### src/rtl/breakout_pkg.sv
// Shared types and constants for the breakout game controller.
package breakout_pkg;

  typedef enum logic [2:0] {
    StNewGame,
    StPlay,
    StNewBall,
    StOver,
    StWin
  } state_e;

  // Frame tick fires on the first column of this line, outside the visible area.
  localparam logic [9:0] REFR_LINE = 10'd481;

  localparam logic [1:0] TextPlay    = 2'd0;
  localparam logic [1:0] TextNewGame = 2'd1;
  localparam logic [1:0] TextOver    = 2'd2;
  localparam logic [1:0] TextWin     = 2'd3;

endpackage

### src/rtl/bcd_counter.sv
// Two-digit BCD score counter: synchronous clear, increment saturating at 99.
module bcd_counter (
  input  logic       clk,
  input  logic       reset,
  input  logic       clr,
  input  logic       inc,
  output logic [7:0] q
);

  logic [7:0] q_d, q_q;

  always_comb begin
    q_d = q_q;
    if (clr) begin
      q_d = 8'h00;
    end else if (inc && (q_q != 8'h99)) begin
      if (q_q[3:0] == 4'd9) begin
        q_d = {q_q[7:4] + 4'd1, 4'd0};
      end else begin
        q_d = {q_q[7:4], q_q[3:0] + 4'd1};
      end
    end
  end

  always_ff @(posedge clk or posedge reset) begin
    if (reset) begin
      q_q <= 8'h00;
    end else begin
      q_q <= q_d;
    end
  end

  assign q = q_q;

endmodule

### src/rtl/breakout_ctrl.sv
// Breakout game-flow controller: start/ball/over sequencing, score and ball count.
// Define BREAKOUT_WIN_EN to add a WIN state entered when every brick is cleared.
module breakout_ctrl
  import breakout_pkg::*;
#(
  parameter int unsigned NUM_BALLS   = 3,
  parameter int unsigned HOLD_FRAMES = 120
) (
  input  logic       clk,
  input  logic       reset,
  input  logic [4:0] btn,
  input  logic [9:0] pix_x,
  input  logic [9:0] pix_y,
  input  logic       hit,
  input  logic       miss,
  input  logic       all_clear,
  output logic       gra_still,
  output logic       game_over,
  output logic [7:0] score,
  output logic [1:0] balls_left,
  output logic [1:0] text_sel
);

  localparam int unsigned   TimerW    = $clog2(HOLD_FRAMES + 1);
  localparam logic [TimerW-1:0] HoldLoad = TimerW'(HOLD_FRAMES);
  localparam logic [1:0]    BallsInit = 2'(NUM_BALLS);

  state_e            state_q, state_d;
  logic [TimerW-1:0] timer_q, timer_d;
  logic [1:0]        balls_q, balls_d;
  logic [4:0]        btn_q;
  logic              armed_q;
  logic              gra_still_q, gra_still_d;
  logic              game_over_q, game_over_d;
  logic [1:0]        text_sel_q, text_sel_d;
  logic              refr_tick, btn_press, score_clr, score_inc;

`ifndef BREAKOUT_WIN_EN
  logic unused_all_clear;
  assign unused_all_clear = all_clear;
`endif

  always_comb begin
    refr_tick = (pix_y == REFR_LINE) && (pix_x == 10'd0);
    // armed_q masks the first cycle after reset so a button held through reset is not a press
    btn_press = armed_q && (btn_q == 5'h00) && (btn != 5'h00);
    state_d   = state_q;
    balls_d   = balls_q;
    score_clr = 1'b0;
    score_inc = 1'b0;
    timer_d   = (refr_tick && (timer_q != '0)) ? timer_q - TimerW'(1) : timer_q;

    unique case (state_q)
      StNewGame: begin
        if (btn_press) begin
          state_d   = StPlay;
          score_clr = 1'b1;
          balls_d   = BallsInit;
        end
      end
      StPlay: begin
        score_inc = hit;
`ifdef BREAKOUT_WIN_EN
        if (all_clear) begin
          state_d = StWin;
          timer_d = HoldLoad;
        end else
`endif
        if (miss) begin
          balls_d = balls_q - 2'd1;
          state_d = (balls_q == 2'd1) ? StOver : StNewBall;
          timer_d = HoldLoad;
        end
      end
      StNewBall: begin
        if (btn_press && (timer_q == '0)) begin
          state_d = StPlay;
        end
      end
      StOver, StWin: begin
        if (timer_q == '0) begin
          state_d = StNewGame;
        end
      end
      default: state_d = StNewGame;
    endcase

    gra_still_d = (state_d != StPlay);
    game_over_d = (state_d == StOver) || (state_d == StWin);
    case (state_d)
      StNewGame: text_sel_d = TextNewGame;
      StOver:    text_sel_d = TextOver;
      StWin:     text_sel_d = TextWin;
      default:   text_sel_d = TextPlay;
    endcase
  end

  always_ff @(posedge clk or posedge reset) begin
    if (reset) begin
      state_q     <= StNewGame;
      timer_q     <= '0;
      balls_q     <= BallsInit;
      btn_q       <= 5'h00;
      armed_q     <= 1'b0;
      gra_still_q <= 1'b1;
      game_over_q <= 1'b0;
      text_sel_q  <= TextNewGame;
    end else begin
      state_q     <= state_d;
      timer_q     <= timer_d;
      balls_q     <= balls_d;
      btn_q       <= btn;
      armed_q     <= 1'b1;
      gra_still_q <= gra_still_d;
      game_over_q <= game_over_d;
      text_sel_q  <= text_sel_d;
    end
  end

  bcd_counter u_score (
    .clk   (clk),
    .reset (reset),
    .clr   (score_clr),
    .inc   (score_inc),
    .q     (score)
  );

  assign gra_still  = gra_still_q;
  assign game_over  = game_over_q;
  assign text_sel   = text_sel_q;
  assign balls_left = balls_q;

endmodule

### config.mk
export PLATFORM = sky130hd
export DESIGN_NAME = breakout_ctrl
export DESIGN_NICKNAME = d
export VERILOG_FILES = /design/src/rtl/breakout_pkg.sv /design/src/rtl/bcd_counter.sv /design/src/rtl/breakout_ctrl.sv
export SDC_FILE = /design/constraint.sdc
export NUM_CORES = 1
export LEC_CHECK = 0
export BUFFER_PORTS_ARGS = -buffer_cell sky130_fd_sc_hd__buf_2
export CAP_MARGIN = 5
export CORE_MARGIN = 4
export CORE_UTILIZATION = 35
export CTS_BUF_LIST = sky130_fd_sc_hd__clkbuf_4 sky130_fd_sc_hd__clkbuf_8
export DETAILED_ROUTE_END_ITERATION = 16
export MAX_ROUTING_LAYER = met4
export SLEW_MARGIN = 20
export SYNTH_ARGS = -nofsm -noshare
export SYNTH_HDL_FRONTEND = slang
export SYNTH_HIERARCHICAL = 1
export SYNTH_SLANG_ARGS = --single-unit
### constraint.sdc
create_clock -name clk -period 2.4 [get_ports clk]
set_input_delay 0.24 -clock clk [delete_from_list [all_inputs] [get_ports clk]]
set_output_delay 0.24 -clock clk [all_outputs]
set_load 0.02 [all_outputs]
==> results of run 1 <==
==> per-stage QoR <==
stage,worst slack [ns],hold slack [ns]
5_1_grt,0.103,0.0823
3_3_place_gp,0.302,0.230
3_5_place_dp,0.278,0.228
6_report,0.274,0.0818
2_1_floorplan,0.355,0.0557
4_1_cts,0.262,0.0755
==> metal layers <==
layer	routed length, um	vias to the layer above
met5	0	-
met4	51	0
met3	121	6
met2	1710	23
met1	1320	644
li1	-	643
==> logic make-up after synthesis <==
kind of cell / after synthesis / share of synthesized area, %
simple gates: 70 / 30.8
flops: 29 / 46.7
compound gates: 27 / 11.3
buf+inv: 15 / 4.40
fa+ha+maj: 6 / 4.80
xor+xnor: 2 / 1.12
other cells: 1 / 0.240
mux: 1 / 0.719
==> sequential cells by signal (all words and copies together) (netlist names), 2 cells and up <==
signal      count
state_q         3
balls_left      2
timer_q         7
u_score/q       8
btn_q           5
==> area by class of cell <==
class	instances	area, sq um	area share (%)
Clock buffer	6	76.3	3.98
Clock inverter	2	10.0	0.522
Inverter	9	33.8	1.76
Multi-Input combinational cell	107	766	39.9
Sequential cell	29	731	38.1
Tap cell	52	65.1	3.39
Timing Repair Buffer	45	235	12.3
==> critical path: cells and delay by family (launching register included) <==
kind | cells | cell delay (ns)
AND/OR/NAND/NOR | 4 | 1.13
AO/OA/AOI/OAI | 1 | 0.24
adder cells (fa/ha/maj) | 1 | 0.20
flip-flops | 1 | 0.37
buffers and inverters | 1 | 0.05
==> repair_timing <==
item,in CTS,in global routing
gates resized for setup,0,0
hold buffers,1,0
setup endpoints to repair,0,0
endpoints found under the hold margin,8,0
==> synthesized netlist by cell type <==
| cell | number | area [sq um] |
|---|---|---|
| sky130_fd_sc_hd__dfrtp_1 | 25 | 626 |
| sky130_fd_sc_hd__a21oi_1 | 9 | 45.0 |
| sky130_fd_sc_hd__inv_1 | 8 | 30.0 |
| sky130_fd_sc_hd__nand3_1 | 8 | 40.0 |
| sky130_fd_sc_hd__nor2_1 | 8 | 30.0 |
| sky130_fd_sc_hd__or3_1 | 7 | 43.8 |
| sky130_fd_sc_hd__ha_1 | 6 | 75.1 |
| sky130_fd_sc_hd__nand2b_1 | 6 | 37.5 |
| sky130_fd_sc_hd__o21ai_0 | 6 | 30.0 |
| sky130_fd_sc_hd__dfstp_2 | 4 | 105 |
| sky130_fd_sc_hd__nand2_1 | 4 | 15.0 |
| sky130_fd_sc_hd__nand3b_1 | 4 | 30.0 |
| sky130_fd_sc_hd__nor4_1 | 4 | 25.0 |
| sky130_fd_sc_hd__nor4b_1 | 4 | 35.0 |
| sky130_fd_sc_hd__nand4_1 | 3 | 18.8 |
| sky130_fd_sc_hd__nor3_1 | 3 | 15.0 |
| sky130_fd_sc_hd__nor4_4 | 3 | 63.8 |
| sky130_fd_sc_hd__nor4bb_1 | 3 | 30.0 |
| sky130_fd_sc_hd__o31ai_1 | 3 | 22.5 |
| sky130_fd_sc_hd__or4_1 | 3 | 22.5 |
| sky130_fd_sc_hd__a31oi_1 | 2 | 12.5 |
| sky130_fd_sc_hd__and3_1 | 2 | 12.5 |
| sky130_fd_sc_hd__and3b_1 | 2 | 17.5 |
| sky130_fd_sc_hd__buf_1 | 2 | 7.51 |
| sky130_fd_sc_hd__nor2b_1 | 2 | 12.5 |
| sky130_fd_sc_hd__or3b_1 | 2 | 17.5 |
| sky130_fd_sc_hd__xnor2_1 | 2 | 17.5 |
| sky130_fd_sc_hd__a211oi_1 | 1 | 7.51 |
| sky130_fd_sc_hd__a21o_1 | 1 | 7.51 |
| sky130_fd_sc_hd__a311oi_2 | 1 | 15.0 |
| sky130_fd_sc_hd__buf_2 | 1 | 5.00 |
| sky130_fd_sc_hd__buf_4 | 1 | 7.51 |
| sky130_fd_sc_hd__buf_6 | 1 | 11.3 |
| sky130_fd_sc_hd__clkbuf_1 | 1 | 3.75 |
| sky130_fd_sc_hd__clkinv_1 | 1 | 3.75 |
| sky130_fd_sc_hd__conb_1 | 1 | 3.75 |
| sky130_fd_sc_hd__mux2_2 | 1 | 11.3 |
| sky130_fd_sc_hd__nand4b_1 | 1 | 8.76 |
| sky130_fd_sc_hd__o211ai_1 | 1 | 7.51 |
| sky130_fd_sc_hd__o211ai_2 | 1 | 12.5 |
| sky130_fd_sc_hd__o21bai_1 | 1 | 7.51 |
| sky130_fd_sc_hd__o22a_1 | 1 | 8.76 |
| sky130_fd_sc_hd__or2_2 | 1 | 6.26 |
==> placed cells by master, fill, tap and decap left out, drive strengths merged <==
cell type	synthesis	final
o21bai	1	1
or4	3	3
inv	8	8
nand3b	4	4
nand2b	6	6
ha	6	6
mux2	1	1
o211ai	2	2
nor4bb	3	3
a21o	1	1
nand4b	1	1
a311oi	1	1
or3b	2	2
dfrtp	25	25
nor2	8	8
or2	1	1
o21ai	6	6
and3	2	2
a21oi	9	9
clkinv	1	3
and3b	2	2
a31oi	2	2
nand4	3	3
conb	1	1
nor4	7	7
nand3	8	8
or3	7	7
xnor2	2	2
clkbuf	1	6
nor4b	4	4
nor3	3	3
dlygate4sd3	0	1
o22a	1	1
dfstp	4	4
nand2	4	4
nor2b	2	2
o31ai	3	3
a211oi	1	1
buf	5	44
==> final timing paths <==
kind	endpoint	slack [ns]
hold / removal	btn_q[0]	0.08
setup / recovery	timer_q[5]	0.27
setup reg to reg	timer_q[5]	0.27
min in group asynchronous	u_score/q[3]	0.45
max in group asynchronous	btn_q[2]	1.28
hold reg to reg	balls_left[1]	0.54
==> power by group <==
group	internal [mW]	switching, mW	total, mW
Combinational	0.241	0.295	0.536
Sequential	0.626	0.143	0.769
Clock	0.212	0.182	0.394
==> impl_metrics.csv, run 1 <==
group,metric,value,unit
floorplan,core,4350,sq um
global_routing,antenna_violations_before_repair,0,
global_routing,maximum_number_of_pins_on_one_net_before_global_route_repair,22,
timing,final_min_period_over_clock_period,88.6,%
clock_network,ctsRootBufferMaster,"sky130_fd_sc_hd__clkbuf_8",
critical_path,arrival_worst_endpoint,2.28,ns
synthesis,syn_nets,187,
flow_run,drv.max_cap_violation_count,0,
clock_network,htreeDepth,2,
synthesis,postSynthCellCount,151,
global_routing,number_of_global_route_vias_before_repair,1246,
clock_network,clock_tree.buffer_depth,2,
final_layout,final_core_utilization,44.0,%
clock_network,cts_buffers,5,
placement,place_congestion,0.768,
global_routing,busiest_layer,"met2",
run_status,run_status,"complete, no violations",
final_layout,final-instance-count-excl-fill,250,
drt,detail_route.wl_per_cell,12.8,um
drt,number_of_detailed_route_iterations_in_the_first_pass,4,
timing,worst_slew_pin_slew,0.757,ns
placement,postPlaceCellArea,1820,sq um
final_layout,finalNetCount,233,
critical_path,critPathCaptureType,"register",
critical_path,cp_cell_sequence,"inv_1 > ha_1 > or3b_1 > nor4_4 > or3_1 > o31ai_1 > or3b_1",
final_layout,share_of_layout_cells_above_drive_strength_1,31.8,%
clock_network,path_clk_slew,0.06,ns
drt,post-route-drc-count,0,
pwr,power,1.70,mW
timing,hold_viol,0,
pwr,max-vdd-ir-drop,353,uV
critical_path,worst-path-max-fanout,8,
worst_hold_path,holdPathStages,1,
clock_network,postCtsSetupBuffers,0,
synthesis,post_synth_num_cell_types,43,
floorplan,cell_rows,24,
timing,report.final.setup_viol,0,
timing,clock_skew,0.0100,ns
clock_network,clock_tree_from_tritoncts,"done",
clock_network,cts.sinks,29,
drt,antenna_left,0,
global_routing,grt_first_pass_wirelength,5.41,mm
global_routing,grt.met3_usage,3.20,%
clock_network,clock_latency_on_the_worst_skew_pair,0.28,ns
critical_path,timing.critical_path.from_type,"register",
critical_path,cpMaxStageDelayCell,"sky130_fd_sc_hd__or3_1",
final_layout,antennaDiodeCount,0,
placement,io_buffer_count,42,
critical_path,crit_path_max_incr_delay,0.48,ns
pwr,power.density_cell_area,886,nW/um^2
timing,layout_min_cycle_time,2.13,ns
floorplan,io_pins,44,
drt,finalWirelength,3.20,mm
critical_path,crit_path_frequent_cell,"sky130_fd_sc_hd__or3b_1",
global_routing,global_route.usage.met2,22.1,%
global_routing,grtUsageMet1,14.3,%
placement,dp_hpwl,2.48,mm
drt,drt_iter0_markers,30,
drt,via_count,1316,
final_layout,syn_to_final_growth,22.5,%
critical_path,reg2reg_depth,7,
timing,relSlewSlack,49.5,%
pwr,leakagePower,0.887,nW
critical_path,critical_setup_path_class,"reg -> reg",
global_routing,globalRouteTotalUtil,13.0,%
critical_path,startpoint,"timer_q[0]",
floorplan,fp.dieW,74.9,um
drt,post_dr_vias_cell,5.26,
worst_hold_path,hold_wc_path_type,"in -> reg",
timing,timing_max_transition_violations_final,0,
timing,rsz_0062_raised_after_global_routing,"false",
synthesis,synthesis.area,1570,sq um
placement,place.detailed.instances,241,
worst_hold_path,worstHoldStart,"btn[0]",
timing,fmax,470,MHz
critical_path,startpoint_of_the_worst_slack_reg_to_reg_timing_path,"timer_q[0]",
final_layout,final_area,1920,sq um
global_routing,globalRoute.totalOverflow,0,
synthesis,ys_warn_count,6,
floorplan,design.die.area,5610,sq um
critical_path,required,2.55,ns
floorplan,floorplan.initialDensity,35.9,%
floorplan,die_height,74.9,um
synthesis,syn-mean-instance-area,10.4,sq um
final_layout,fillCellCount,438,
timing,finalSetupTns,0,ns
synthesis,seq_area_frac_synth,46.7,%
synthesis,ys_seq_elements,29,
No activity file was read; power rests on OpenSTA's default activity.
==> run 2, diff against run 1 <==
--- a/config.mk
+++ b/config.mk
@@ -10,6 +10,7 @@
 export CORE_MARGIN = 4
 export CORE_UTILIZATION = 35
 export CTS_BUF_LIST = sky130_fd_sc_hd__clkbuf_4 sky130_fd_sc_hd__clkbuf_8
+export CTS_CLUSTER_DIAMETER = 60
 export DETAILED_ROUTE_END_ITERATION = 16
 export MAX_ROUTING_LAYER = met4
 export SLEW_MARGIN = 20
==> constraint.sdc (replaced) <==
create_clock -name clk -period 2.1 [get_ports clk]
set_input_delay 0.21 -clock clk [delete_from_list [all_inputs] [get_ports clk]]
set_output_delay 0.21 -clock clk [all_outputs]
set_load 0.02 [all_outputs]
==> impl_metrics.csv, run 2 (synthesis gave the netlist of run 1 again) <==
group,metric,value,unit
global_routing,globalRouteTotalUtil,12.2,%
timing,fmax,512,MHz
final_layout,commonest_non_fill_non_tap_cells_in_the_layout,"42 x sky130_fd_sc_hd__buf_2, 25 x sky130_fd_sc_hd__dfrtp_1, 9 x sky130_fd_sc_hd__a21oi_1, 9 x sky130_fd_sc_hd__buf_4",
pwr,p_int,1.32,mW
floorplan,design.die.area,5610,sq um
timing,finalSetupTns,0,ns
timing,final_min_period_over_clock_period,93.0,%
floorplan,floorplan.initialDensity,35.9,%
critical_path,worst-path-max-fanout,6,
critical_path,critPathCaptureType,"register",
clock_network,ctsRootBufferMaster,"sky130_fd_sc_hd__clkbuf_8",
timing,clock_skew,0.00587,ns
clock_network,path_clk_slew,0.06,ns
clock_network,cts_buffers,5,
clock_network,htreeDepth,2,
floorplan,io_pins,44,
floorplan,fp.dieW,74.9,um
critical_path,timing.critical_path.from_type,"register",
final_layout,layout.cells.most_common,"sky130_fd_sc_hd__buf_2",
global_routing,number_of_global_route_vias_before_repair,1187,
final_layout,largest_register_ffs,8,
global_routing,antenna_violations_before_repair,0,
floorplan,core,4350,sq um
placement,dp_hpwl,2.48,mm
clock_network,clock_tree.buffer_depth,2,
final_layout,fillCellCount,424,
global_routing,maximum_number_of_pins_on_one_net_before_global_route_repair,22,
placement,detailedPlace.worstSlack,0.0966,ns
global_routing,globalRoute.totalOverflow,0,
timing,timing_max_transition_violations_final,0,
drt,post-route-drc-count,0,
drt,drt_iter0_markers,21,
drt,antenna_left,0,
critical_path,required,2.27,ns
timing,report.final.setup_viol,0,
floorplan,die_height,74.9,um
drt,number_of_detailed_route_iterations_in_the_first_pass,2,
drt,finalWirelength,3.20,mm
timing,hold_viol,0,
timing,layout_min_cycle_time,1.95,ns
critical_path,cpMaxStageDelayCell,"sky130_fd_sc_hd__or3b_4",
pwr,power.density_cell_area,1020,nW/um^2
final_layout,syn_to_final_growth,28.5,%
pwr,p_comb_share,33.1,%
floorplan,cell_rows,24,
critical_path,cp_cell_sequence,"inv_1 > ha_1 > or3b_4 > nor4_4 > buf_4 > o21ai_0 > o22a_1 > a21o_1",
final_layout,antennaDiodeCount,0,
pwr,power.sequential.fraction,42.4,%
final_layout,share_of_layout_cells_above_drive_strength_1,36.1,%
final_layout,finalNetCount,240,
flow_run,drv.max_cap_violation_count,0,
critical_path,critical_setup_path_class,"reg -> reg",
pwr,pwr-share-clk,24.4,%
timing,rsz_0062_raised_after_global_routing,"true",
global_routing,grt_first_pass_wirelength,5.14,mm
timing,worst_slew_pin_slew,0.757,ns
drt,post_dr_vias_cell,5.11,
critical_path,crit_path_max_incr_delay,0.40,ns
placement,io_buffer_count,42,
placement,place_congestion,0.785,
pwr,power_switching_share,35.3,%
worst_hold_path,hold_wc_path_type,"in -> reg",
pwr,max-vdd-ir-drop,410,uV
critical_path,arrival_worst_endpoint,2.12,ns
clock_network,clock_tree_from_tritoncts,"done",
clock_network,cts.sinks,29,
final_layout,final_core_utilization,46.2,%
pwr,leakagePower,0.933,nW
run_status,run_status,"complete, no violations",
timing,relSlewSlack,49.5,%
timing,layout_setup_ws,0.147,ns
drt,detail_route.wl_per_cell,12.4,um
drt,via_count,1314,
pwr,p_switching,0.723,mW
clock_network,clock_latency_on_the_worst_skew_pair,0.28,ns
[run 2: cell count changes in the layout (fill, tap and decap cells not counted), sizes merged]
| cell | previous run | this run |
|---|---|---|
| buf | 44 | 51 |
| clkbuf | 6 | 7 |
| clkinv | 3 | 2 |
[run 2: cell type report]
cell class | count | area (sq um) | area share (%)
clock buffers | 7 | 96.3 | 4.79
inverters | 9 | 33.8 | 1.68
well taps | 52 | 65.1 | 3.23
flip-flops and latches | 29 | 731 | 36.3
repair buffers | 52 | 288 | 14.3
multi-input cells | 107 | 793 | 39.4
clock inverters | 1 | 5.00 | 0.249
[run 2: power by group through the flow]
stage | sequential, mW | combinational (mW) | clock [mW]
finish | 0.868 | 0.678 | 0.500
global route | 0.895 | 0.773 | 0.549
floorplan | 0.949 | 0.352 | 0
global placement | 0.877 | 0.646 | 0
CTS | 0.868 | 0.655 | 0.523
detailed placement | 0.876 | 0.653 | 0
[run 2: final timing paths]
check                                      to  slack, ns  depth (start not counted)          start
max in group asynchronous          timer_q[6]       1.00                          3          reset
min in group asynchronous        u_score/q[4]       0.43                          3          reset
worst max register to register      game_over       0.15                          8     timer_q[1]
worst min-delay path                 btn_q[2]       0.05                          1         btn[2]
worst max-delay path                game_over       0.15                          8     timer_q[1]
worst min register to register  balls_left[1]       0.54                          2  balls_left[1]
[run 2: per-layer routing]
layer	vias to the layer above	track usage [%]	routed length, um
met5	-	-	0
met4	0	3.56	17
met3	2	4.01	104
met1	636	14.0	1370
met2	14	20.2	1700
li1	662	-	-
[run 2: per-stage QoR]
step	cells	total power, mW	instance area, sq um	hold slack [ns]
after floorplan	151	1.30	1570	0.0257
after global placement	246	1.52	1860	0.196
after detailed placement	246	1.53	1860	0.203
after CTS	255	2.05	1970	0.0425
after global routing	257	2.22	2010	0.0401
final	257	2.05	2010	0.0520
[run 2: worst max-delay path, delay by kind of cell, from the launching register on]
family	cells	cell delay, ns
simple gates	2	0.56
compound gates	3	0.51
flops	1	0.37
buf+inv	2	0.26
fa+ha+maj	1	0.15
[run 2: what timing repair did]
| item | in CTS | in global routing |
|---|---|---|
| setup endpoints to repair | 0 | 5 |
| endpoints found under the hold margin | 8 | 0 |
| gates resized for setup | 0 | 5 |
| hold buffers | 1 | 0 |
| buffers inserted | 0 | 2 |
